`src/rtl/alu_core.sv`:
```
// Start/done ALU: done arrives 1 clock after accept (MUL_LAT clocks for mul); start is ignored while busy.
// Optional `ALU_SUB_EN adds opcode 101 = subtract; without it 101 behaves as no_op.
module alu_core #(
  parameter int WIDTH   = 8,
  parameter int MUL_LAT = 3
) (
  input  logic               clk,
  input  logic               reset,
  input  logic [WIDTH-1:0]   A,
  input  logic [WIDTH-1:0]   B,
  input  logic [2:0]         op,
  input  logic               start,
  output logic               done,
  output logic               busy,
  output logic [2*WIDTH-1:0] result
);

  localparam int W2   = 2 * WIDTH;
  localparam int NSTG = MUL_LAT - 1;

  localparam logic [2:0] OP_ADD = 3'b001;
  localparam logic [2:0] OP_AND = 3'b010;
  localparam logic [2:0] OP_XOR = 3'b011;
  localparam logic [2:0] OP_MUL = 3'b100;
  localparam logic [2:0] OP_SUB = 3'b101;
  localparam logic [2:0] OP_RST = 3'b111;

  typedef enum logic [1:0] {IDLE, EXEC, MUL} state_t;

  state_t            state, state_nxt;
  logic [WIDTH-1:0]  a_q, b_q;
  logic [2:0]        op_q;
  logic [3:0]        cnt;
  logic [W2-1:0]     pipe [NSTG];
  logic [W2-1:0]     a_ext, b_ext, res_nxt;
  logic              accept, done_nxt;

  assign a_ext = {{WIDTH{1'b0}}, a_q};
  assign b_ext = {{WIDTH{1'b0}}, b_q};

  always_ff @(posedge clk or posedge reset) begin
    if (reset) state <= IDLE;
    else       state <= state_nxt;
  end

  always_comb begin
    state_nxt = state;
    accept    = 1'b0;
    done_nxt  = 1'b0;
    res_nxt   = result;
    case (state)
      IDLE: begin
        if (start) begin
          accept    = 1'b1;
          state_nxt = (op == OP_MUL) ? MUL : EXEC;
        end
      end
      EXEC: begin
        done_nxt  = 1'b1;
        state_nxt = IDLE;
        // Opcodes not listed (including 110) leave result untouched.
        case (op_q)
          OP_ADD:  res_nxt = a_ext + b_ext;
          OP_AND:  res_nxt = a_ext & b_ext;
          OP_XOR:  res_nxt = a_ext ^ b_ext;
          OP_RST:  res_nxt = '0;
`ifdef ALU_SUB_EN
          OP_SUB:  res_nxt = a_ext - b_ext;
`endif
          default: res_nxt = result;
        endcase
      end
      MUL: begin
        if (cnt == 4'(MUL_LAT - 1)) begin
          done_nxt  = 1'b1;
          res_nxt   = pipe[NSTG-1];
          state_nxt = IDLE;
        end
      end
      default: state_nxt = IDLE;
    endcase
  end

  always_ff @(posedge clk or posedge reset) begin
    if (reset) begin
      a_q    <= '0;
      b_q    <= '0;
      op_q   <= '0;
      cnt    <= '0;
      done   <= 1'b0;
      busy   <= 1'b0;
      result <= '0;
      for (int i = 0; i < NSTG; i++) pipe[i] <= '0;
    end else begin
      done   <= done_nxt;
      result <= res_nxt;
      if (accept) begin
        a_q  <= A;
        b_q  <= B;
        op_q <= op;
        cnt  <= '0;
        busy <= 1'b1;
      end else if (done_nxt) begin
        busy <= 1'b0;
      end
      if (state == MUL) cnt <= cnt + 4'd1;
      // Operands are frozen while in MUL, so the pipe free-runs on them.
      pipe[0] <= a_ext * b_ext;
      for (int i = 1; i < NSTG; i++) pipe[i] <= pipe[i-1];
    end
  end

  // Opcode constant used only when the subtract option is built in.
  logic unused_sub;
  assign unused_sub = ^OP_SUB;

endmodule
```
`config.mk`:
```
export PLATFORM = sky130hd
export DESIGN_NAME = alu_core
export DESIGN_NICKNAME = d
export VERILOG_FILES = /design/src/rtl/alu_core.sv
export SDC_FILE = /design/constraint.sdc
export NUM_CORES = 1
export LEC_CHECK = 0
export ABC_CLOCK_PERIOD_IN_PS = 4900
export BUFFER_PORTS_ARGS = -buffer_cell sky130_fd_sc_hd__buf_2
export CAP_MARGIN = 20
export CORE_UTILIZATION = 60
export CTS_BUF_LIST = sky130_fd_sc_hd__clkbuf_16
export CTS_CLUSTER_DIAMETER = 120
export CTS_CLUSTER_SIZE = 25
export DETAILED_ROUTE_END_ITERATION = 7
export PLACE_DENSITY = 0.8
export SETUP_SLACK_MARGIN = 0.02
export SYNTH_ARGS = -nofsm -noshare
export SYNTH_HDL_FRONTEND = slang
export SYNTH_SLANG_ARGS = --single-unit
export TNS_END_PERCENT = 20
```
`constraint.sdc`:
```
create_clock -name clk -period 4.9 [get_ports clk]
set_input_delay 0.98 -clock clk [delete_from_list [all_inputs] [get_ports clk]]
set_output_delay 0.98 -clock clk [all_outputs]
set_load 0.01 [all_outputs]
```
==> reports/summary.txt <==
outcome: finished, final reports clean
post-synth cell types: 56
Final ANT Viol Nets: 0
Crit Path Category: reg -> reg
Syn Inst Count: 510
Clock Latency Late Sink: 0.34 ns
Max-slew headroom: 27.18%
clock buffer depth: 2
EDFF count, synth: 0
slowest CP cell: fa_1
met2 WL: 5493 um
Arr. time, crit path: 4.67 ns
core area: 0.008678 mm2
PostCTS Resize Cnt: 0
Crit path buffers/inverters: 2
post-synthesis sequential area ratio: 35.15%
Synth Cell Area: 0.005339 mm2
die height: 96.33 um
skew final: 0.01208 ns
drt initial violations: 155
crit end category: flop
Synth Net Count: 618
post-synth top area cell: dfrtp_1
Crit Path Max Fanout: 9
vias in the first global route: 3897
H-tree Lvls: 3
post-route setup slack: 0.4525 ns
Detailed Routing Iterations Pass 1: 6
FF-to-FF End: pipe[28]$_DFF_PP0_
Clock transition at path regs: 0.07 ns
met3 routed WL: 405 um
CTS Root Cell: clkbuf_16
Crit path top cell by count: fa_1
Yosys reg bits: 75
Synth top cells by count: 75 x dfrtp_1, 64 x inv_1, 49 x ha_1, 46 x and2_1, 40 x nand2_1
Worst Hold Depth: 0
end of the worst hold path: pipe[8]$_DFF_PP0_
fin crit period: 4.448 ns
layout cell share with drive strength beyond 1: 15.14%
Crit path required time: 5.12 ns
# clock sinks: 75
row count: 34
pin count of the biggest net entering global routing: 45
Top delay family on crit path: adder cells
via-per-instance ratio: 5.839
routed length on met1: 4610 um
CTS tree: built
Critical path origin: a_q[3]$_DFFE_PP0P_
WL/cell: 16.30 um
slew at the pin closest to its max-slew limit: 1.092 ns
# fillers: 668
Worst Reg-to-Reg Cells: 13
DIE AREA: 0.009279 mm2
Yosys top cell area share: 35.15%
Area Growth Syn to Fin: 10.62%
CP Cell Sequence: ha_1 -> fa_1 -> fa_1 -> fa_1 -> inv_1 -> fa_1 -> inv_1 -> ha_1 -> nand3_1 -> o2111ai_1 -> o311ai_2 -> mux2i_1 -> nand2_1
unrepaired setup endpoints after global routing: false
first-pass GRT wire length: 18000 um
Final GP Congestion: 0.9103
final number of setup-violating endpoints: 0
fmax: 224.8 MHz
total routed wirelength: 10810 um
setup_tns: 0 ns
Worst Hold Class: reg -> reg
Hold-fix buffers, CTS: 0
most frequent cell after synthesis: dfrtp_1
Nets: 658
Synth warnings: 0
DR top layer: met4
Die Width: 96.33 um
ys async rst share: 100.0%
pins over their slew limit: 0
hold_sp: pipe[24]$_DFF_PP0_
reg2reg start: a_q[3]$_DFFE_PP0P_
DR DRC count: 0
TritonCTS Buffers: 9
Vias: 3871
synth top area cells: dfrtp_1 35%, fa_1 14%, ha_1 11%
worst slack at placement: 0.4131 ns
Final HPWL DP: 7997 um
ANT cells: 0
Total GRT Usage: 25.91%
Final Cycle Share: 90.77%
reg2reg setup slack: 0.45 ns
Max-cap violations: 0
syn avg cell area: 10.47 um2
Fin. Hold Viols: 0
initial antenna violation count: 0
gr ovfl total: 0
Post-CTS Setup Repair Bufs: 0
Worst path max stage delay: 0.53 ns
Port Buf Inserts: 39
Critical Path Source Type: flop
Main synth FF type: dfrtp_1
Ports: 40
Starting Density: 61.52%
==> state kept, by name (all words and copies together), names as in the netlist, 2 cells and up <==
signal and cells:
pipe 32, result 16, a_q 8, b_q 8
cnt 4, op_q 3, state 2
==> layout make-up <==
type | count | area (um2) | area share (%)
Inverter | 65 | 244.0 | 4.131
Clock buffer | 9 | 225.2 | 3.814
Tap cell | 108 | 135.1 | 2.288
Multi-Input combinational cell | 359 | 3158 | 53.47
Timing Repair Buffer | 40 | 202.7 | 3.432
Clock inverter | 7 | 63.81 | 1.081
Sequential cell | 75 | 1877 | 31.78
==> placed cells by master (no fill, tap or decap), drive strengths merged, types with 7 or more instances in the layout <==
master / instances
mux2i: 11
ha: 49
nor2b: 11
nor2: 18
a21oi: 17
and2: 46
buf: 40
nand2: 40
fa: 37
clkbuf: 9
nand2b: 7
a22o: 9
inv: 70
nor3: 7
dfrtp: 75
o21ai: 22
mux2: 18
==> how the worst max path moves through the flow <==
| stage | slack [ns] | to | depth (start not counted) |
|---|---|---|---|
| 3_3_place_gp | 0.54 | pipe[28]$_DFF_PP0_ | 13 |
| 5_1_grt | 0.14 | pipe[30]$_DFF_PP0_ | 12 |
| 2_1_floorplan | 0.78 | pipe[28]$_DFF_PP0_ | 14 |
| 3_5_place_dp | 0.41 | pipe[28]$_DFF_PP0_ | 13 |
| 6_report | 0.45 | pipe[28]$_DFF_PP0_ | 13 |
| 4_1_cts | 0.35 | pipe[28]$_DFF_PP0_ | 13 |
==> cells by family after synthesis <==
| kind of cell | after synthesis | synth area share, % |
|---|---|---|
| DFF | 75 | 35.15 |
| AOI/OAI and AO/OA | 91 | 12.07 |
| and+or+nand+nor | 143 | 14.09 |
| adders and majority gates | 86 | 25.36 |
| buffers and inverters | 76 | 5.835 |
| xor gates and xnor gates | 10 | 1.640 |
| muxes | 29 | 5.859 |
==> per-layer routing <==
layer  global-route usage [%]  vias to the layer above
li1                         -                     1802
met1                    32.51                     1926
met2                    44.50                      118
met3                    4.423                       25
met4                    10.42                        0
met5                        0                        -
==> through the flow <==
step                      instances  util [%]  instance area [um2]  hold slack, ns
after global routing            663     68.05                 5906          0.3394
after floorplan                 510         -                 5339          0.3312
final                           663     68.05                 5906          0.3344
after global placement          647     64.63                 5609          0.3317
after detailed placement        647     64.63                 5609          0.3347
after CTS                       663     67.96                 5898          0.3401
==> worst register-to-register path: stages, from the launching register on <==
cell       delay, ns
dfrtp_1         0.49
ha_1            0.36
fa_1            0.47
fa_1            0.51
fa_1            0.51
inv_1           0.06
fa_1            0.53
inv_1           0.04
ha_1            0.36
nand3_1         0.13
o2111ai_1       0.20
o311ai_2        0.40
mux2i_1         0.22
nand2_1         0.06
Power is not shown: default switching activity piles up to over one toggle a cycle in this logic, so the estimate is an artifact.
